--- src/rtl/core_sequencer.sv ---
// Multi-cycle control sequencer for the RV32 core.
// Drives the state bus and the fetch/memory handshakes; every strobe is a
// combinational decode of the registered state plus the live inputs.
//
// state      | meaning
// -----------+-------------------------------------------------------------
// FETCH    0 | fetch_req high, waiting for fetch_ready
// DECODE   1 | one cycle; illegal -> HALT, else arm EXECUTE timer
// EXECUTE  2 | ALU/muldiv working; leaves when the timer reaches zero
// MEM      3 | mem_req high, waiting for mem_ready
// WRITEBACK 4| one cycle; rf/pc strobes, retire counter increments
// HALT     5 | absorbing until reset
module core_sequencer #(
  parameter int MULDIV_CYCLES = 4,
  parameter int CNT_W         = 32
) (
  input  logic             clk,
  input  logic             rst,
  output logic             fetch_req,
  input  logic             fetch_ready,
  output logic             mem_req,
  output logic             mem_we,
  input  logic             mem_ready,
  input  logic             is_load,
  input  logic             is_store,
  input  logic             is_muldiv,
  input  logic             writes_rd,
  input  logic             illegal,
  output logic [2:0]       state,
  output logic             ir_we,
  output logic             rf_we,
  output logic             pc_we,
  output logic             halted,
  output logic [CNT_W-1:0] retire_count
);

  typedef enum logic [2:0] {
    S_FETCH     = 3'd0,
    S_DECODE    = 3'd1,
    S_EXECUTE   = 3'd2,
    S_MEM       = 3'd3,
    S_WRITEBACK = 3'd4,
    S_HALT      = 3'd5
  } state_t;

  // Timer load value: EXECUTE lasts EX_LAST+1 cycles for muldiv ops.
  // MULDIV_CYCLES of 0 and 1 both collapse to a single cycle.
  localparam int              EX_LAST = (MULDIV_CYCLES > 1) ? MULDIV_CYCLES - 1 : 0;
  localparam int              EX_W    = (EX_LAST > 1) ? $clog2(EX_LAST + 1) : 1;
  localparam logic [EX_W-1:0] EX_LOAD = EX_W'(EX_LAST);

  state_t          state_q;
  state_t          state_d;
  logic [EX_W-1:0] cnt_q;
  logic [EX_W-1:0] cnt_d;

  // State register and EXECUTE down-counter.
  always_ff @(posedge clk or posedge rst) begin
    if (rst) begin
      state_q <= S_FETCH;
      cnt_q   <= '0;
    end else begin
      state_q <= state_d;
      cnt_q   <= cnt_d;
    end
  end

  // Next-state logic; the EXECUTE timer exits on terminal count zero.
  always_comb begin
    state_d = state_q;
    cnt_d   = cnt_q;
    case (state_q)
      S_FETCH: begin
        if (fetch_ready) state_d = S_DECODE;
      end
      S_DECODE: begin
        if (illegal) begin
          state_d = S_HALT;
        end else begin
          state_d = S_EXECUTE;
          cnt_d   = is_muldiv ? EX_LOAD : '0;
        end
      end
      S_EXECUTE: begin
        if (cnt_q != '0) begin
          cnt_d = cnt_q - 1'b1;
        end else if (is_load || is_store) begin
          state_d = S_MEM;
        end else begin
          state_d = S_WRITEBACK;
        end
      end
      S_MEM: begin
        if (mem_ready) state_d = S_WRITEBACK;
      end
      S_WRITEBACK: begin
        state_d = S_FETCH;
      end
      S_HALT: begin
        state_d = S_HALT;
      end
      default: begin
        state_d = S_FETCH;
      end
    endcase
  end

  // Retired-instruction counter; wraps naturally at 2^CNT_W.
  always_ff @(posedge clk or posedge rst) begin
    if (rst) begin
      retire_count <= '0;
    end else if (state_q == S_WRITEBACK) begin
      retire_count <= retire_count + CNT_W'(1);
    end
  end

  assign state     = state_q;
  assign fetch_req = (state_q == S_FETCH);
  assign ir_we     = fetch_req & fetch_ready;
  assign mem_req   = (state_q == S_MEM);
  assign mem_we    = mem_req & is_store;
  assign rf_we     = (state_q == S_WRITEBACK) & writes_rd;
  assign pc_we     = (state_q == S_WRITEBACK);
  assign halted    = (state_q == S_HALT);

endmodule

--- config.mk ---
export PLATFORM = sky130hd
export DESIGN_NAME = core_sequencer
export DESIGN_NICKNAME = d
export VERILOG_FILES = /design/src/rtl/core_sequencer.sv
export SDC_FILE = /design/constraint.sdc
export NUM_CORES = 1
export LEC_CHECK = 0
export ABC_AREA = 1
export BUFFER_PORTS_ARGS = -buffer_cell sky130_fd_sc_hd__clkbuf_2
export CORE_AREA = 3 3 68 70
export DETAILED_ROUTE_END_ITERATION = 16
export DIE_AREA = 0 0 71 73
export PLACE_DENSITY_LB_ADDON = 0.08
export SYNTH_ARGS = -nofsm -noshare
export SYNTH_HDL_FRONTEND = slang
export SYNTH_SLANG_ARGS = --single-unit
--- constraint.sdc ---
create_clock -name clk -period 1.67 [get_ports clk]
set_clock_uncertainty 0.15 [all_clocks]
set_input_delay 0.334 -clock clk [delete_from_list [all_inputs] [get_ports clk]]
set_output_delay 0.334 -clock clk [all_outputs]
set_load 0.03 [all_outputs]
==> summary.txt, run 1 <==
Floorplan
  • Site Rows: 23
  • Die area: between 5000 and 6000 um^2
  • Initial Utilization: between 50% and 60%
  • Die Y: between 70 and 80 um
  • Ports: 51
  • Core area: roughly 4000 um^2
  • Die width: a little over 70 um

Yosys
  • Post-synthesis mux area share: 0%
  • Post-Synth XOR/XNOR Area: under 10%
  • Syn Std Cell Area: 2170 um^2
  • Yosys warnings: 0
  • Syn Area/Cell: around 7.7 um^2
  • Largest family of logic cells by synthesized area: simple AND/OR/NAND/NOR gates
  • Syn_nets: between 200 and 300
  • Post-synthesis simple-gate area fraction: roughly two fifths
  • Post-Syn Instances: ~280
  • Compound-Gate Fraction of Synth Area: approximately 2.2%
  • Sequential area share after synthesis: ~43%
  • Post-Synth Adder-Cell Area: between 1 and 1.5%
  • Yosys cell types: 25
  • Register bit total from synthesis: 37

Timing
  • Slew margin rel.: between 60 and 70%
  • Worst slew pin tran: slightly below 0.5 ns
  • Final setup vio count: 8
  • Hold Fails Final Rpt: 0
  • RSZ-0062 raised after global routing: yes
  • Tmin final: 1.76 ns
  • Tcrit/Tclk final: 106%
  • Final slew viol count: 0
  • Setup TNS: -0.279 ns
  • Max Freq: approximately 570 MHz
  • Final Worst Setup Slack: -0.0929 ns

Power and ir drop
  • Total Power: approximately 3400 uW
  • Power share of the sequential group: 33.5%
  • Pwr Density: approximately 1100 nW/um^2
  • Sw Share: between 30% and 40%
  • Clk pwr share: a little over 20%
  • LEAKAGE: ~0.0016 uW
  • Switching power total: roughly 1300 uW
  • Worst IR Drop VDD: about 1.2 mV
  • Pint: 2040 uW
  • Gate power share: 45.7%

Global routing
  • Largest net degree at the start of global routing: 38
  • GRT Residual Overflow: 0
  • GRT Total Usage: between 20 and 25%
  • First-pass GRT wire length: around 9000 um
  • Vias in the first global route: approximately 1,900
  • Initial antenna violation count: 0

Drt
  • Initial DRC Count: 97
  • Routed length per instance: about 14 um
  • Via/cell ratio: between 5 and 6
  • Via count: 2,133
  • DR DRC count: 0
  • Post-detailed-route count of antenna-violating nets: 0
  • Routed WL: 5900 um
  • TritonRoute pass-1 iters: 4

Setup path
  • Type of element launching the critical path: flip-flop
  • CP Data Arrival Time: about 1.3 ns
  • CP Cell Sequence: buf_6 -> nand2_4 -> nor3b_4 -> clkbuf_8
  • Data required, critical path: between 1 and 1.5 ns
  • Crit path max fanout: 3
  • Slowest cell on crit path: dfrtp_2
  • Worst Reg-to-Reg Cells: 8
  • Slowest stage delay, CP: 0.40 ns
  • Critical setup path kind: reg -> out
  • CP endpoint kind: output pin

Worst hold path
  • HP Class: in -> reg
  • Worst Hold Path Cells: 3

Cells and area
  • Most common cell after layout, fill and taps aside: nand2_1
  • Area Growth Syn to Fin: 41.3%
  • Total inserted antenna cells: 0
  • Ratio of cells with drive above 1 in the final layout: 38.7%
  • FILL cells: roughly 290
  • Highest-count cells in the layout ignoring fill and taps: nand2_1 (83), clkbuf_2 (42), inv_1 (36), dfrtp_1 (30), buf_4 (26)
  • # nets final: between 300 and 400

Run status
  • Status: finished with violations
  • Failing checks: setup timing

Clocking
  • Root buffer cell: clkbuf_8
  • Clock transition at path regs: 0.07 ns
  • CTS sink cnt: 37
  • H-tree levels: 2
  • CTS Buf Count: 5
  • Max clock buf depth: 2
  • CTS tree: built
  • Skew-Pair Late Insertion Delay: 0.30 ns

Placed design
  • Placer Congestion: approximately 0.86
  • Post-DP HPWL: around 3800 um
  • Pre-CTS WS: 0.0610 ns
  • IO buf count: 50

Job
  • Max Cap Viol: 0
==> cell type report <==
cell class	count	area, um^2	area share [%]
sequential	37	935	30.5
multi-input combinational	206	1240	40.3
tap	50	62.6	2.04
clock inverter	1	5.00	0.163
clock buffer	7	96.3	3.14
timing repair buffer	81	579	18.9
inverter	40	153	4.98
==> repair_timing <==
| action | in CTS | in global routing |
|---|---|---|
| setup endpoints to repair | 7 | 28 |
| resized for setup | 24 | 36 |
| endpoints found under the hold margin | 37 | 0 |
| pin swaps | 4 | 7 |
| hold buffers | 1 | 0 |
| setup buffers | 11 | 9 |
==> per-layer routing <==
metal,vias up,track usage (%),wire length [um]
li1,1058,-,-
met1,990,28.7,2530
met2,71,36.8,2890
met3,14,5.23,338
met4,0,7.72,141
met5,-,0,0
==> path summary, 6_finish.rpt <==
check	endpoint	start	slack, ns
setup / recovery	mem_we	state[1]	-0.09
hold / removal	state[2]	illegal	0.18
setup reg to reg	retire_count[20]	state[0]	-0.01
hold reg to reg	retire_count[4]	retire_count[4]	0.37
max in group asynchronous	retire_count[0]	rst	0.48
min in group asynchronous	retire_count[26]	rst	0.51
==> cell usage after synthesis (all sizes together) <==
cell type	number	area, um^2
ha	2	25.0
nor3	6	30.0
o21bai	1	7.51
dfrtp	37	926
nand3b	3	22.5
nand2	96	385
inv	40	150
nand4	6	37.5
xor2	11	96.3
nor2	40	228
xnor2	8	77.6
or2	1	6.26
nor3b	1	7.51
a31oi	1	6.26
o21ai	7	35.0
nand3	23	130
==> power by group through the flow <==
stage | clock [uW] | sequential (uW) | combinational [uW]
final | 695 | 1130 | 1530
after global routing | 750 | 1140 | 1650
after CTS | 710 | 1120 | 1380
after detailed placement | 0 | 1140 | 1050
after global placement | 0 | 1130 | 1020
after floorplan | 0 | 1320 | 537
==> sequential cells by signal, indices dropped and copies added, names as in the netlist <==
register	flops
cnt_q	2
state	3
retire_count	32
==> metrics by stage <==
step                      util, %  instance area, um^2  hold slack (ns)  instances
after detailed placement     64.0                 2580            0.299        393
after global routing         76.1                 3070            0.182        422
after CTS                    71.4                 2880            0.171        413
after global placement       64.0                 2580            0.293        393
final                        76.1                 3070            0.178        422
after floorplan                 -                 2190            0.347        283
==> cell families after synthesis <==
logic type / Yosys count
AOI/OAI and AO/OA: 9
adders and majority gates: 2
and+or+nand+nor: 176
buffers and inverters: 40
xor gates and xnor gates: 19
DFF: 37
==> worst max-delay path, delay by kind of cell, from the launching register on <==
kind	cells	cell delay [ns]
AND/OR/NAND/NOR	2	0.27
buffers and inverters	2	0.32
flip-flops	1	0.40
Note: power is estimated with default switching activity, not from simulation.
==> run 2, diff against run 1 <==
--- a/config.mk
+++ b/config.mk
@@ -5,11 +5,10 @@
 export SDC_FILE = /design/constraint.sdc
 export NUM_CORES = 1
 export LEC_CHECK = 0
-export ABC_AREA = 1
 export BUFFER_PORTS_ARGS = -buffer_cell sky130_fd_sc_hd__clkbuf_2
-export CORE_AREA = 3 3 68 70
+export CORE_AREA = 3 3 64 66
 export DETAILED_ROUTE_END_ITERATION = 16
-export DIE_AREA = 0 0 71 73
+export DIE_AREA = 0 0 67 69
 export PLACE_DENSITY_LB_ADDON = 0.08
 export SYNTH_ARGS = -nofsm -noshare
 export SYNTH_HDL_FRONTEND = slang
==> run 2 against run 1 <==
Net effect:
- the run still ends with setup timing left
- register-to-register slack worse by 0.26 ns
- sequential cell count unchanged
- routed wire length down 17%
- synthesized cell count down 39%
- design area down 7.2%
- area after synthesis down 14%
- highest routed layer unchanged
- total power up 1.4%
==> summary.txt, run 2 <==
Run status
  • Status: finished with violations
  • Failing checks: setup timing

Placed design
  • IO buf count: 50 (unchanged)
  • Post-Place Cells: 305 (-22%)
  • Placer Congestion: 0.817 (-4.5%)
  • Post-DP HPWL: 3370 um (-11%)
  • Pre-CTS WS: -0.212 ns (-0.273 ns)

Setup path
  • Critical setup path kind: reg -> out
  • FF-to-FF End: retire_count[11]
  • Slowest stage delay, CP: 0.39 ns (about the same)
  • CP Data Arrival Time: 1.51 ns (+0.23 ns)
  • CP endpoint kind: output pin
  • RR Startpoint: state[0]
  • Worst Path Buf+Inv: 4 (+2)
  • Top delay family on crit path: simple AND/OR/NAND/NOR gates
  • CP Cell Sequence: buf_6 -> inv_2 -> or3_4 -> inv_4 -> and2_4 -> buf_8
  • Type of element launching the critical path: flip-flop
  • Worst Reg-to-Reg Cells: 6 (-2)
  • Crit path max fanout: 4 (+1)
  • Slowest cell on crit path: dfrtp_2
  • FF-to-FF setup slack: -0.27 ns (-0.26 ns)
  • Data required, critical path: 1.19 ns (about the same)

Yosys
  • Top cells by area, synth: dfrtp_1 (50%), xnor2_1 (12%), nand4_1 (5.4%), nand3_1 (3.5%), nor4_4 (3.4%)
  • Top FF cell, synth: dfrtp_1
  • Syn Std Cell Area: 1860 um^2 (-14%)
  • Syn_nets: 184 (-37%)
  • Sequential area share after synthesis: 49.8% (+7.1 points)
  • Top post-synthesis cells by count: dfrtp_1 (37), xnor2_1 (25), nand4_1 (16)
  • Number of synthesized flops with an enable pin: 0 (unchanged)
  • Post-Syn Instances: 173 (-39%)
  • Register bit total from synthesis: 37 (unchanged)
  • Post-synth top area share: 49.8% (+7.1 points)
  • Most numerous cell in the Yosys netlist: dfrtp_1
  • Yosys warnings: 0 (unchanged)
  • Yosys cell types: 36 (+44%)
  • FFs w/ async S/R, synth: 100% (unchanged)
  • Syn Area/Cell: 10.8 um^2 (+40%)
  • Synth area leader: dfrtp_1

Cells and area
  • Ratio of cells with drive above 1 in the final layout: 52.9% (+14 points)
  • Highest-count cells in the layout ignoring fill and taps: buf_4 (42), clkbuf_2 (41), dfrtp_1 (28), xnor2_1 (25), nand4_1 (16)
  • Max reg flops: 32 (unchanged)
  • Biggest register: retire_count
  • Area Growth Syn to Fin: 53.1%
  • # nets final: 286 (-25%)
  • Total inserted antenna cells: 0 (unchanged)
  • Reg area: 937 um^2 (+0.27%)
  • FILL cells: 230 (-20%)
  • Final Non-Filler Cells: 324 (-23%)
  • Multi-input logic area: 1010 um^2 (-19%)
  • Most common cell after layout, fill and taps aside: buf_4

Drt
  • TritonRoute pass-1 iters: 4 (unchanged)
  • DR DRC count: 0 (unchanged)
  • Via count: 1,729 (-19%)
  • Routed length per instance: 15.2 um (+8.4%)
  • Initial DRC Count: 120 (+24%)
  • Routed WL: 4910 um (-17%)
  • Via/cell ratio: 5.34 (+5.6%)
  • Post-detailed-route count of antenna-violating nets: 0 (unchanged)

Worst hold path
  • Hold_sp: mem_ready
  • HP Class: in -> reg
  • Worst Hold Path Cells: 2 (-1)
  • Hold Path Sink: state[0]

Global routing
  • GRT Residual Overflow: 0 (unchanged)
  • Initial antenna violation count: 0 (unchanged)
  • GRT Total Usage: 22.9% (+0.66 points)
  • First-pass GRT wire length: 8150 um (-9.2%)
  • Met2 usage: 39.3% (+2.5 points)
  • GRT busiest layer: met2
  • Largest net degree at the start of global routing: 26 (-32%)
  • Met1 usage: 28.3% (-0.38 points)
  • Vias in the first global route: 1,722 (-11%)
  • GRT met3 Usage: 6.35% (+1.1 points)

Timing
  • Slew margin rel.: 75.5% (+7.6 points)
  • Tmin final: 1.99 ns (+0.230 ns)
  • Max Freq: 502 MHz (-12%)
  • RSZ-0062 raised after global routing: yes
  • Final setup vio count: 31 (+23)
  • Worst slew pin tran: 0.364 ns (-0.117 ns)
  • Hold Fails Final Rpt: 0 (unchanged)
  • Tcrit/Tclk final: 119% (+14 points)
  • Final slew viol count: 0 (unchanged)
  • Final Worst Setup Slack: -0.323 ns (-0.230 ns)

Floorplan
  • Site Rows: 22 (-4.3%)
  • Die Y: 69 um (-5.5%)
  • Initial Utilization: 51.2% (-2.7 points)
  • Ports: 51 (unchanged)
  • Die width: 67 um (-5.6%)
  • Die area: 4620 um^2 (-11%)
  • Core area: 3630 um^2 (-9.8%)

Power and ir drop
  • Worst IR Drop VDD: 0.933 mV (-24%)
  • Pwr Density: 1190 nW/um^2 (+9.3%)
  • LEAKAGE: 0.00144 uW (-10%)

Clocking
  • CTS Buf Count: 5 (unchanged)
  • CTS tree: built
  • CTS sink cnt: 37 (unchanged)
  • Root buffer cell: clkbuf_8
  • Skew-Pair Late Insertion Delay: 0.29 ns (about the same)
  • H-tree levels: 2 (unchanged)
  • Clock transition at path regs: 0.07 ns (about the same)
  • Max clock buf depth: 2 (unchanged)

Job
  • Max Cap Viol: 0 (unchanged)
[run 2: cell count changes after synthesis, moves of 5 or more]
cell | before | now
nand2_1 | 90 | 12
inv_1 | 39 | 9
nor2_1 | 28 | 5
xnor2_1 | 7 | 25
nand4_1 | 6 | 16
nand3_1 | 20 | 13
nor2_2 | 6 | 0
xor2_1 | 11 | 6
[run 2: worst max path at each step]
stage	cells past startpoint	slack (ns)	to	start
6_report	6	-0.32	mem_we	state[0]
5_1_grt	6	-0.38	mem_we	state[1]
4_1_cts	6	-0.33	mem_we	state[0]
3_5_place_dp	4	-0.21	retire_count[11]	state[1]
3_3_place_gp	4	-0.19	rf_we	state[1]
2_1_floorplan	5	-0.30	rf_we	state[2]
[run 2: cell type report]
type / count / share of cell area, %
multi-input combinational: 123 / 35.3
sequential: 37 / 32.9
timing repair buffer: 99 / 25.2
clock buffer: 5 / 2.42
tap: 48 / 2.11
inverter: 9 / 1.41
clock inverter: 3 / 0.615
[run 2: cell families (layout without fill, tap and decap cells)]
logic type | count (synthesis) | after routing | share of synthesized area [%]
adders and majority gates | 2 | 2 | 1.34
AOI/OAI and AO/OA | 13 | 13 | 4.98
buffers and inverters | 13 | 116 | 3.23
xor gates and xnor gates | 31 | 31 | 14.6
muxes | 1 | 1 | 0.538
and+or+nand+nor | 76 | 76 | 25.6
DFF | 37 | 37 | 49.8
[run 2: stage by stage]
| stage | hold slack, ns | area [um^2] | util, % | TNS [ns] | power (uW) |
|---|---|---|---|---|---|
| 2_1_floorplan | 0.300 | 1910 | - | -6.12 | 1900 |
| 4_1_cts | 0.150 | 2740 | 75.3 | -4.38 | 3240 |
| 3_3_place_gp | 0.180 | 2470 | 67.9 | -2.35 | 2310 |
| 6_report | 0.166 | 2850 | 78.4 | -4.44 | 3400 |
| 3_5_place_dp | 0.188 | 2470 | 67.9 | -3.08 | 2350 |
| 5_1_grt | 0.160 | 2850 | 78.4 | -7.21 | 3600 |
[run 2: per-layer routing]
metal  vias up  wire, um
li1        827         -
met1       842      1990
met2        53      2620
met3         7       236
met4         0        60
met5         -         0
[run 2: report_power, final]
part | switching [uW] | internal (uW) | total (uW)
logic | 865 | 823 | 1690
clock network | 328 | 288 | 616
registers | 89.5 | 1010 | 1100
total | 1280 | 2120 | 3400
[run 2: timing repair]
action	CTS	global route
hold buffers	1	0
gates resized for setup	32	25
endpoints found under the hold margin	37	0
endpoints found under the setup margin	35	40
pin swaps	9	13
setup buffers	5	6
